[config.mk]
export PLATFORM = sky130hd
export DESIGN_NAME = dff8_load_seq
export DESIGN_NICKNAME = d
export VERILOG_FILES = /design/src/rtl/dff8_load_seq.sv
export SDC_FILE = /design/constraint.sdc
export NUM_CORES = 1
export LEC_CHECK = 0
export BUFFER_PORTS_ARGS = -buffer_cell sky130_fd_sc_hd__buf_4
export CAP_MARGIN = 20
export CORE_MARGIN = 2
export CORE_UTILIZATION = 45
export DETAILED_ROUTE_END_ITERATION = 10
export PLACE_DENSITY = 0.67
export SLEW_MARGIN = 20
export SYNTH_ARGS = -nofsm -noshare
export SYNTH_HDL_FRONTEND = slang
export SYNTH_SLANG_ARGS = --single-unit
export TNS_END_PERCENT = 30
[constraint.sdc]
create_clock -name ff_clock -period 4.1 [get_ports ff_clock]
set_clock_uncertainty 0.15 [all_clocks]
set_input_delay 0 -clock ff_clock [delete_from_list [all_inputs] [get_ports ff_clock]]
set_output_delay 0 -clock ff_clock [all_outputs]
set_load 0.02 [all_outputs]
[src/rtl/dff8_load_seq.sv]
`default_nettype none
// +----------------------------------------------------------------------+
// | dff8_load_seq: serial loader for an 8-bit individually clocked bank  |
// | Revision: 1.0                                                        |
// +----------------------------------------------------------------------+

module dff8_load_seq #(
  parameter int SETUP_CYC = 1,
  parameter int HIGH_CYC  = 1
) (
  input  logic       ff_clock,
  input  logic       rst,
  input  logic       wr_valid,
  output logic       wr_ready,
  input  logic [7:0] wr_data,
  input  logic [7:0] wr_mask,
  output logic       data_in,
  output logic [7:0] strobe,
  output logic       busy,
  output logic       done,
  output logic [7:0] mirror
);

  localparam logic [2:0] C_IDLE  = 3'd0;
  localparam logic [2:0] C_SCAN  = 3'd1;
  localparam logic [2:0] C_SETUP = 3'd2;
  localparam logic [2:0] C_PULSE = 3'd3;
  localparam logic [2:0] C_HOLD  = 3'd4;
  localparam logic [2:0] C_DONE  = 3'd5;

  localparam logic [3:0] C_SETUP_LOAD = 4'(SETUP_CYC - 1);
  localparam logic [3:0] C_HIGH_LOAD  = 4'(HIGH_CYC - 1);

  logic [2:0] state_q, state_d;
  logic [2:0] idx_q, idx_d;
  logic [3:0] phase_q, phase_d;
  logic [7:0] data_q, data_d;
  logic [7:0] mask_q, mask_d;
  logic       data_in_q, data_in_d;
  logic [7:0] strobe_q, strobe_d;
  logic       done_q, done_d;
  logic [7:0] mirror_q, mirror_d;

  always_ff @(posedge ff_clock or posedge rst) begin
    if (rst) begin
      state_q   <= C_IDLE;
      idx_q     <= 3'd0;
      phase_q   <= 4'd0;
      data_q    <= 8'h00;
      mask_q    <= 8'h00;
      data_in_q <= 1'b0;
      strobe_q  <= 8'h00;
      done_q    <= 1'b0;
      mirror_q  <= 8'h00;
    end else begin
      state_q   <= state_d;
      idx_q     <= idx_d;
      phase_q   <= phase_d;
      data_q    <= data_d;
      mask_q    <= mask_d;
      data_in_q <= data_in_d;
      strobe_q  <= strobe_d;
      done_q    <= done_d;
      mirror_q  <= mirror_d;
    end
  end

  always_comb begin : next_state
    state_d = state_q;
    idx_d   = idx_q;
    phase_d = phase_q;
    data_d  = data_q;
    mask_d  = mask_q;
    case (state_q)
      C_IDLE: begin
        if (wr_valid) begin
          data_d  = wr_data;
          mask_d  = wr_mask;
          idx_d   = 3'd0;
          state_d = C_SCAN;
        end
      end
      C_SCAN: begin
        if (mask_q[idx_q]) begin
          phase_d = C_SETUP_LOAD;
          state_d = C_SETUP;
        end else if (idx_q == 3'd7) begin
          state_d = C_DONE;
        end else begin
          idx_d = idx_q + 3'd1;
        end
      end
      C_SETUP: begin
        if (phase_q == 4'd0) begin
          phase_d = C_HIGH_LOAD;
          state_d = C_PULSE;
        end else begin
          phase_d = phase_q - 4'd1;
        end
      end
      C_PULSE: begin
        if (phase_q == 4'd0) begin
          state_d = C_HOLD;
        end else begin
          phase_d = phase_q - 4'd1;
        end
      end
      C_HOLD: begin
        if (idx_q == 3'd7) begin
          state_d = C_DONE;
        end else begin
          idx_d   = idx_q + 3'd1;
          state_d = C_SCAN;
        end
      end
      C_DONE:  state_d = C_IDLE;
      default: state_d = C_IDLE;
    endcase
  end

  // Registered outputs are computed from the next state so every strobe
  // edge comes straight off a flop and lines up with its state.
  always_comb begin : outputs_next
    data_in_d = data_in_q;
    mirror_d  = mirror_q;
    strobe_d  = 8'h00;
    done_d    = (state_d == C_DONE);
    if (state_d == C_PULSE) begin
      strobe_d = 8'h80 >> idx_d;
    end
    if ((state_q == C_SCAN) && (state_d == C_SETUP)) begin
      data_in_d = data_q[idx_q];
    end
    if ((state_q == C_SETUP) && (state_d == C_PULSE)) begin
      mirror_d[idx_q] = data_q[idx_q];
    end
  end

  assign wr_ready = (state_q == C_IDLE);
  assign busy     = (state_q != C_IDLE);
  assign data_in  = data_in_q;
  assign strobe   = strobe_q;
  assign done     = done_q;
  assign mirror   = mirror_q;

endmodule

`default_nettype wire

Yosys cells after proc, flatten, opt, wreduce, memory -nomap -nowiden --
Cells that the tools add are included.
Storage, ports and cells: flip-flop bits (word level) 44, bits in latches 0, bits in read-only memories 0, output and inout bits 20, input bits 19, memories 0, RAM bits 0
Cells by class: shifts and indexed selects 1, magnitude comparators 2, bitwise gates (word level) 0, equality and inequality tests 10, mux-type cells 23, add/sub/neg operators 2, multiply operators 0, reductions and logical operators 9, div/mod/pow operators 0
Operators by type and width (number):
- two-way mux 3 bit | 9
- one-hot mux 3 bit (5 select lines) | 1
- == test 3 x 2 -> 1 bit, second input constant | 4
- two-way mux 4 bit | 3
- one-hot mux 4 bit (3 select lines) | 1
- == test 3 bit, second input constant | 3
- one-hot mux 3 bit (3 select lines) | 1
- bitwise mux 8 bit | 1
- two-way mux 8 bit | 1
- >> shifter 8 x 3 -> 8 bit, first input constant | 1
- binary-select mux 1 bit (select 3 bit) | 2
- nonzero test 3 bit | 2
- zero test 4 bit | 1
- < comparator 3 x 4 -> 1 bit, second input constant | 1
- != test 2 bit, second input constant | 2
- subtractor 4 x 1 -> 4 bit, second input constant | 1
- adder 3 x 1 -> 3 bit, second input constant | 1
- demux 1 bit (select 3 bit) | 1
- == test 3 x 1 -> 1 bit, second input constant | 1
- >= comparator 3 x 1 -> 1 bit, second input constant | 1
- logical AND 1 bit | 3
- zero test 3 bit | 1
- two-way mux 1 bit | 3
- AND reduction 3 bit | 1
- AND reduction 2 bit | 1

Logic depth before layout (Yosys ltp) --
Gate-level depths: netlist (run 1).
depth in word-level cells 6, mapped depth 8

Worst setup path before layout (run 1) --
No wires, ideal clock.
path kind reg-to-reg, start point register idx_q[0], end point register strobe_q[1], in the netlist strobe[1], path slack 1859 ps, arrival time 2005 ps, cell stages (with the launch flop) 9, period minus slack after synthesis 2241 ps, required time 3864 ps, library setup time 86 ps, path through dfrtp_1 -> buf_6 -> mux2i_1 -> nor3_1 -> or3_4 -> a311o_1 -> mux2i_4 -> inv_2 -> nor3_1
On the way: cells in the longest elaborated chain, start to end 6
Ends and longest elaborated chain:
- start, declared | RTL line 35 | logic [2:0] idx_q, idx_d;
- start signal, assigned | RTL line 57 | idx_q <= idx_d;
- adder 3 x 1 -> 3 bit (tied with other cells) | RTL line 90, 112
- two-way mux 3 bit or two-way mux 1 bit (tied branches) | RTL line 87, 109, 84
- two-way mux 3 bit | RTL line 84 | if (mask_q[idx_q]) begin
- one-hot mux 3 bit (3 select lines) (*) | RTL line 74 | case (state_q)
- via idx_d[0] | RTL line 35
- >> shifter 8 x 3 -> 8 bit (*) | RTL line 129 | strobe_d = 8'h80 >> idx_d;
- two-way mux 8 bit (*) | RTL line 128 | if (state_d == C_PULSE) begin
- via strobe_d[1] | RTL line 40 | logic [7:0] strobe_q, strobe_d;
- end signal, assigned | RTL line 62 | strobe_q <= strobe_d;
- end, declared | RTL line 40
The timed path passes the listed nets; every way through them passes the cells marked *. The select of a mux whose other input is x is not followed. A chain may end at the register's enable or synchronous reset.

Worst setup path after layout (run 1) --
start point register idx_q[0], end point register strobe_q[6], in the netlist strobe[6]
On the way: cells in the longest elaborated chain, start to end 6
Ends and longest elaborated chain (RTL line):
- adder 3 x 1 -> 3 bit (tied with other cells) | 90, 112
- two-way mux 3 bit (tied with other cells) | 87, 109
- two-way mux 3 bit | 84
- one-hot mux 3 bit (3 select lines) or one-hot mux 3 bit (5 select lines) (tied branches) | 74
- >> shifter 8 x 3 -> 8 bit or == test 3 x 2 -> 1 bit (tied branches) | 129, 128
- two-way mux 8 bit (*) | 128
- via strobe_d[6] | 40
Marked as above.

==> results of run 1 <==
cell usage in the layout (no fill, tap or decap), drive strengths merged, types with 3 or more instances in the layout:
| master | count |
|---|---|
| nand3 | 4 |
| buf | 40 |
| nand2b | 6 |
| inv | 10 |
| o22ai | 3 |
| dfrtp | 44 |
| clkbuf | 7 |
| ha | 3 |
| nand2 | 14 |
| mux2 | 27 |
| nor2 | 11 |
| nor3 | 13 |
| o21ai | 5 |
| dlygate4sd3 | 17 |
| mux2i | 5 |
stage by stage:
stage               setup WS, ns  instances
floorplan                  1.859        179
global placement           1.507        264
detailed placement         1.404        264
CTS                        1.372        289
global route               1.106        289
finish                     1.376        289
cell families (layout without fill, tap and decap cells):
| logic type | Yosys count | count (layout) | share of synthesized area (%) |
|---|---|---|---|
| XOR/XNOR | 1 | 1 | 0.4266 |
| AO/OA/AOI/OAI | 24 | 24 | 8.654 |
| AND/OR/NAND/NOR | 58 | 58 | 13.96 |
| buffers and inverters | 17 | 75 | 3.656 |
| multiplexers | 32 | 32 | 17.85 |
| flip-flops | 44 | 44 | 53.63 |
| adder cells (fa/ha/maj) | 3 | 3 | 1.828 |
power by group through the flow:
stage / sequential [W] / clock (W) / combinational, W
floorplan: 0.000723 / 0 / 0.000710
detailed placement: 0.000755 / 0 / 0.000918
global placement: 0.000753 / 0 / 0.000893
global route: 0.000772 / 0.000385 / 0.00102
finish: 0.000747 / 0.000358 / 0.000930
CTS: 0.000746 / 0.000368 / 0.000936
how the worst max path moves through the flow:
stage / end
after floorplan: strobe[1]
after global placement: strobe[1]
after detailed placement: strobe[1]
after CTS: strobe[6]
after global routing: strobe[0]
final: strobe[6]
cell type report:
class                   count  area [um^2]
well taps                  52        65.06
clock buffers               7        96.34
flip-flops and latches     44         1101
inverters                  10        37.54
fillers                   348         1702
clock inverters             1        30.03
repair buffers             57        470.5
multi-input cells         118        882.1
synth_stat cells, drive strengths merged:
library cell  count  share of area, %
dfrtp            44                54
and2              1              0.30
buf               3               1.1
a21boi            1              0.37
mux2             27                15
mux2i             5               3.0
a21oi             2              0.49
a311oi            1              0.43
clkbuf            4              0.73
nand4             2              0.61
o31ai             1              0.37
nand2            14               2.6
nor3             13               3.2
a21o              2              0.73
o41ai             1              0.43
o21a              1              0.37
nor2b             2              0.61
nor3b             2              0.73
inv              10               1.8
xor2              1              0.43
a31oi             2              0.61
a311o             1              0.49
ha                3               1.8
o21ai             5               1.2
or3               1              0.55
or2               1              0.30
o21bai            1              0.37
a221oi            2              0.85
nor2             11               2.0
nand2b            6               1.8
nor4              1              0.30
a22oi             1               1.0
o22ai             3              0.91
nand3             4              0.98
timing repair:
action                                 4_1_cts  5_1_grt
endpoints found under the hold margin       60        0
hold buffers                                17        0
gates resized for setup                      0        0
worst reg2reg max path: cells and delay by family, from the launching register on:
family	cells	cell delay [ns]
mux	2	0.41
simple gates	2	0.59
flops	1	0.70
compound gates	2	0.79
layer usage:
| metal | routed length (um) | vias to the layer above | GRT usage [%] |
|---|---|---|---|
| met5 | 0 | - | 0 |
| met4 | 17 | 0 | 5.660 |
| met3 | 149 | 2 | 4.219 |
| met2 | 2059 | 36 | 28.70 |
| met1 | 1849 | 718 | 21.32 |
| li1 | - | 740 | - |
flip-flops by register name, indices dropped and copies added (netlist names):
name     count
data_in      1
data_q       8
done         1
idx_q        3
mask_q       8
mirror       8
phase_q      4
state_q      3
strobe       8
==> results_tabular.tex, run 1 <==
\begin{tabular}{lr}
\hline
Metric & Value \\
\hline
\multicolumn{2}{l}{\textbf{Route}} \\
\quad Post-DRT Antenna Nets & 0 \\
\quad Vias & 1496 \\
\quad 1st-iter DRT viols & 127 \\
\quad Iteration count of the initial detailed-routing pass & 4 \\
\quad Post-Route WL & 4074 um \\
\quad Detailed-route wire length per cell & 14.10 um \\
\quad Vias per inst & 5.176 \\
\quad Number of DRC violations after detailed routing & 0 \\
\multicolumn{2}{l}{\textbf{Critical path}} \\
\quad Required arrival time at the worst endpoint & 4.15 ns \\
\quad Element type at the critical path start & register \\
\quad Kind of cell adding the most delay to the critical path & compound AO/OA/AOI/OAI gates \\
\quad Critical path cell sequence & mux2i\_1, o22ai\_1, o41ai\_1, and2\_1, mux2i\_4, nor3\_1 \\
\quad Slowest CP cell & sky130\_fd\_sc\_hd\_\_dfrtp\_1 \\
\quad Crit path max fanout & 13 \\
\quad Total stage count of the critical path & 6 \\
\quad Worst r2r src & idx\_q[0] \\
\quad Worst reg2reg path depth & 6 \\
\quad Crit path capture type & register \\
\quad Highest cell delay on the worst timing path & 0.70 ns \\
\quad Endpoint of the most critical register-to-register path & strobe[6] \\
\quad Worst Path Buf+Inv & 0 \\
\quad Critical Setup Path Class & register to register \\
\quad First element of the critical path & idx\_q[0] \\
\quad Crit path arrival time & 2.77 ns \\
\quad Reg-to-reg slack, setup & 1.38 ns \\
\multicolumn{2}{l}{\textbf{Placement}} \\
\quad Post-detailed-placement half-perimeter wirelength & 2892 um \\
\quad Area after detailed placement & 2386 um\^{}2 \\
\quad GPL Wtd Cong & 0.8581 \\
\quad Port bufs & 38 \\
\multicolumn{2}{l}{\textbf{Power and ir drop}} \\
\quad Worst vdd ir & 0.3213 mV \\
\quad P\_sw & 0.0007875 W \\
\quad Proportion of power drawn by the clock network & 17.6\% \\
\quad Part of the power in combinational logic & 45.7\% \\
\quad Overall power of the completed layout & 0.002035 W \\
\quad Relative contribution of sequential cells to total power & 36.7\% \\
\quad Share of total power consumed by net switching & 38.71\% \\
\quad Pwr per Cell Area & 758.4 nW/um\^{}2 \\
\quad Static leakage & 1.261 nW \\
\quad Internal Dissipation & 0.001247 W \\
\multicolumn{2}{l}{\textbf{Floorplanning}} \\
\quad X dimension of the die & 71.55 um \\
\quad Die span in y & 71.55 um \\
\quad Top-level port count & 39 \\
\quad Standard cell core area & 4384 um\^{}2 \\
\quad Total Die Area & 5119 um\^{}2 \\
\quad Initial Utilization & 46.83\% \\
\quad Cell Rows & 24 \\
\multicolumn{2}{l}{\textbf{Clocking}} \\
\quad Post-CTS setup buffer count & 0 \\
\quad CTS Sinks & 44 \\
\quad Depth of the CTS H-tree & 2 \\
\quad Total CTS buffers & 5 \\
\quad Worst skew pair latency & 0.29 ns \\
\quad CTS tree & yes \\
\quad Maximum clock insertion buffer count & 2 \\
\quad Clk pin slew, worst setup/hold paths & 0.08 ns \\
\quad Clock root cell & sky130\_fd\_sc\_hd\_\_clkbuf\_8 \\
\multicolumn{2}{l}{\textbf{Global routing}} \\
\quad Largest net degree at the start of global routing & 45 \\
\quad Global-route wire length before repair & 6672 um \\
\quad Number of global-route vias before repair & 1472 \\
\quad Antenna violations before repair & 0 \\
\quad Total overflow reported by the global router & 0 \\
\quad GRT Overall Usage & 16.96\% \\
\multicolumn{2}{l}{\textbf{Logic synthesis}} \\
\quad Synthesized Nets & 201 \\
\quad Synthesized instance count & 179 \\
\quad Post-synthesis sequential area ratio & 53.63\% \\
\quad Synth Area per Inst & 11.47 um\^{}2 \\
\quad Register bit count reported by yosys & 44 \\
\quad Number of distinct standard cells referenced by the synthesized netlist & 38 \\
\quad Combined area of all synthesized cells & 2053 um\^{}2 \\
\quad Ys Warns & 0 \\
\multicolumn{2}{l}{\textbf{Min path}} \\
\quad Cell count of the worst hold path & 4 \\
\quad HP Start & wr\_valid \\
\quad HP Class & input pin to register \\
\quad Min-Delay Endpoint & mask\_q[2] \\
\multicolumn{2}{l}{\textbf{Timing}} \\
\quad Final period demand of the worst path & 2.724 ns \\
\quad Max-Slew Margin vs Limit & 51.73\% \\
\quad Tightest hold margin & 0.1469 ns \\
\quad Number of setup violations in the final report & 0 \\
\quad Worst-margin pin slew & 0.7202 ns \\
\quad Number of slew-limit violations in the final report & 0 \\
\quad Hold Violations, Final & 0 \\
\quad Final critical-path share of the clock period & 66.44\% \\
\quad Setup TNS & 0 ns \\
\quad FMAX & 367.1 MHz \\
\quad Unrepaired setup endpoints after global routing & no \\
\multicolumn{2}{l}{\textbf{Finish}} \\
\quad Antenna diode instance count & 0 \\
\quad Nets & 258 \\
\quad Core utilization of the finished layout & 61.19\% \\
\quad Fraction of layout cells with a size suffix above 1 & 34.60\% \\
\quad Relative area change from synthesis to final layout & 30.65\% \\
\quad Post-route cell area & 2683 um\^{}2 \\
\multicolumn{2}{l}{\textbf{Run status}} \\
\quad Result of the run & complete, no violations \\
\multicolumn{2}{l}{\textbf{Run}} \\
\quad Max-Cap Viols & 0 \\
\hline
\end{tabular}
No activity file was read; power rests on OpenSTA's default activity.
==> run 2, diff against run 1 <==
==> constraint.sdc (replaced) <==
create_clock -name ff_clock -period 2.6 [get_ports ff_clock]
set_clock_uncertainty 0.15 [all_clocks]
set_input_delay 0 -clock ff_clock [delete_from_list [all_inputs] [get_ports ff_clock]]
set_output_delay 0 -clock ff_clock [all_outputs]
set_load 0.02 [all_outputs]
==> results_tabular.tex, run 2 (same netlist as run 1, synthesis figures left out) <==
\begin{tabular}{lr}
\hline
Metric & Value \\
\hline
\multicolumn{2}{l}{\textbf{Timing}} \\
\quad Number of setup violations in the final report & 0 (unchanged) \\
\quad Hold Violations, Final & 0 (unchanged) \\
\quad Number of slew-limit violations in the final report & 0 (unchanged) \\
\quad Tightest hold margin & 0.1005 ns (was 0.1469 ns) \\
\quad Post-route setup slack & 0.1658 ns (was 1.376 ns) \\
\quad FMAX & 410.8 MHz (was 367.1 MHz) \\
\quad Setup TNS & 0 ns (unchanged) \\
\quad Final critical-path share of the clock period & 93.62\% (was 66.44\%) \\
\quad Final period demand of the worst path & 2.434 ns (was 2.724 ns) \\
\quad Worst-margin pin slew & 0.6541 ns (was 0.7202 ns) \\
\quad Max-Slew Margin vs Limit & 56.40\% (was 51.73\%) \\
\quad Unrepaired setup endpoints after global routing & no (unchanged) \\
\multicolumn{2}{l}{\textbf{Clocking}} \\
\quad Worst skew pair latency & 0.30 ns (was 0.29 ns) \\
\quad Clock root cell & sky130\_fd\_sc\_hd\_\_clkbuf\_8 (unchanged) \\
\quad CTS tree & yes (unchanged) \\
\quad CTS Sinks & 44 (unchanged) \\
\quad Depth of the CTS H-tree & 2 (unchanged) \\
\quad Clk pin slew, worst setup/hold paths & 0.09 ns (was 0.08 ns) \\
\quad Maximum clock insertion buffer count & 2 (unchanged) \\
\quad Total CTS buffers & 5 (unchanged) \\
\multicolumn{2}{l}{\textbf{Route}} \\
\quad Vias per inst & 5.384 (was 5.176) \\
\quad Vias & 1599 (was 1496) \\
\quad Iteration count of the initial detailed-routing pass & 4 (unchanged) \\
\quad Post-DRT Antenna Nets & 0 (unchanged) \\
\quad Detailed-route wire length per cell & 14.77 um (was 14.10 um) \\
\quad 1st-iter DRT viols & 141 (was 127) \\
\quad Number of DRC violations after detailed routing & 0 (unchanged) \\
\quad Post-Route WL & 4388 um (was 4074 um) \\
\multicolumn{2}{l}{\textbf{Critical path}} \\
\quad Crit path max fanout & 6 (was 13) \\
\quad Crit path capture type & register (unchanged) \\
\quad Required arrival time at the worst endpoint & 2.66 ns (was 4.15 ns) \\
\quad Crit path arrival time & 2.49 ns (was 2.77 ns) \\
\quad Critical Setup Path Class & register to register (unchanged) \\
\quad Element type at the critical path start & register (unchanged) \\
\multicolumn{2}{l}{\textbf{Placement}} \\
\quad GPL Wtd Cong & 0.8912 (was 0.8581) \\
\quad Post-detailed-placement half-perimeter wirelength & 3110 um (was 2892 um) \\
\quad Dpl ws & 0.009387 ns (was 1.404 ns) \\
\quad Port bufs & 38 (unchanged) \\
\multicolumn{2}{l}{\textbf{Power and ir drop}} \\
\quad Overall power of the completed layout & 0.003206 W (was 0.002035 W) \\
\quad Static leakage & 1.286 nW (was 1.261 nW) \\
\quad Pwr per Cell Area & 1183 nW/um\^{}2 (was 758.4 nW/um\^{}2) \\
\quad Worst vdd ir & 0.5157 mV (was 0.3213 mV) \\
\multicolumn{2}{l}{\textbf{Floorplanning}} \\
\quad Cell Rows & 24 (unchanged) \\
\quad Standard cell core area & 4384 um\^{}2 (unchanged) \\
\quad Initial Utilization & 46.83\% (unchanged) \\
\quad Total Die Area & 5119 um\^{}2 (unchanged) \\
\quad X dimension of the die & 71.55 um (unchanged) \\
\quad Top-level port count & 39 (unchanged) \\
\quad Die span in y & 71.55 um (unchanged) \\
\multicolumn{2}{l}{\textbf{Finish}} \\
\quad Nets & 266 (was 258) \\
\quad Antenna diode instance count & 0 (unchanged) \\
\quad Fraction of layout cells with a size suffix above 1 & 37.55\% (was 34.60\%) \\
\quad Relative area change from synthesis to final layout & 31.99\% (was 30.65\%) \\
\quad Commonest cells after routing, fill and taps aside & sky130\_fd\_sc\_hd\_\_buf\_4, sky130\_fd\_sc\_hd\_\_dfrtp\_1, sky130\_fd\_sc\_hd\_\_mux2\_2 (was sky130\_fd\_sc\_hd\_\_dfrtp\_1, sky130\_fd\_sc\_hd\_\_buf\_4, sky130\_fd\_sc\_hd\_\_mux2\_2) \\
\quad Leading cell type in the layout, fill and taps excluded & sky130\_fd\_sc\_hd\_\_buf\_4 (was sky130\_fd\_sc\_hd\_\_dfrtp\_1) \\
\quad Core utilization of the finished layout & 61.82\% (was 61.19\%) \\
\multicolumn{2}{l}{\textbf{Global routing}} \\
\quad Number of global-route vias before repair & 1605 (was 1472) \\
\quad Total overflow reported by the global router & 0 (unchanged) \\
\quad GRT Overall Usage & 18.71\% (was 16.96\%) \\
\quad Global-route wire length before repair & 7465 um (was 6672 um) \\
\quad Largest net degree at the start of global routing & 45 (unchanged) \\
\quad Antenna violations before repair & 0 (unchanged) \\
\multicolumn{2}{l}{\textbf{Min path}} \\
\quad HP Class & input pin to register (unchanged) \\
\multicolumn{2}{l}{\textbf{Run}} \\
\quad Max-Cap Viols & 0 (unchanged) \\
\multicolumn{2}{l}{\textbf{Run status}} \\
\quad Result of the run & complete, no violations (unchanged) \\
\hline
\end{tabular}
-- run 2: cell types whose count changed in the layout (fill, tap and decap cells not counted), sizes merged --
cell    delta
bufinv     -1
clkinv     +3
clkbuf     -2
buf        +8
-- run 2: routing by layer --
metal	global-route usage, %	share of wire (%)
met1	24.33	44
met2	30.14	50
met3	4.782	3.7
met4	7.338	1.9
met5	0	0
-- run 2: repair_timing --
item                       in CTS  in global routing
hold buffers                   17                  0
setup endpoints to repair       2                  8
resized for setup               1                  1
buffers inserted                0                  3
hold endpoints to repair       60                  0
cloned                          0                  0
-- run 2: power breakdown --
group          internal [W]  switching (W)
combinational      0.000775       0.000874
clock              0.000187       0.000234
sequential         0.000941       0.000194
-- run 2: worst paths after layout --
check | from | end | slack, ns | cells after the start
max | idx_q[1] | strobe[5] | 0.17 | 7
min | wr_valid | idx_q[2] | 0.10 | 5
max reg2reg | idx_q[1] | strobe[5] | 0.17 | 7
min reg2reg | mask_q[6] | mask_q[6] | 0.36 | 1
max in group asynchronous | rst | idx_q[0] | 1.67 | 4
min in group asynchronous | rst | idx_q[2] | 0.24 | 4
-- run 2: critical path, stage by stage, from the launching register on --
cell                       delay (ns)
sky130_fd_sc_hd__dfrtp_1         0.48
sky130_fd_sc_hd__nand2b_1        0.22
sky130_fd_sc_hd__o22ai_1         0.15
sky130_fd_sc_hd__or3_4           0.44
sky130_fd_sc_hd__a311o_1         0.42
sky130_fd_sc_hd__mux2i_4         0.23
sky130_fd_sc_hd__inv_2           0.09
sky130_fd_sc_hd__nor3_1          0.19
-- run 2: area by class of cell --
| type | instances | area [um^2] |
|---|---|---|
| clock buffers | 5 | 68.82 |
| clock inverters | 3 | 18.77 |
| fillers | 351 | 1674 |
| inverters | 10 | 37.54 |
| multi-input cells | 118 | 887.1 |
| flip-flops and latches | 44 | 1102 |
| well taps | 52 | 65.06 |
| repair buffers | 65 | 530.5 |
-- run 2: metrics by stage --
| stage | instances | area, um^2 |
|---|---|---|
| after global routing | 297 | 2710 |
| after floorplan | 179 | 2053 |
| after CTS | 294 | 2683 |
| after global placement | 269 | 2424 |
| final | 297 | 2710 |
| after detailed placement | 269 | 2424 |
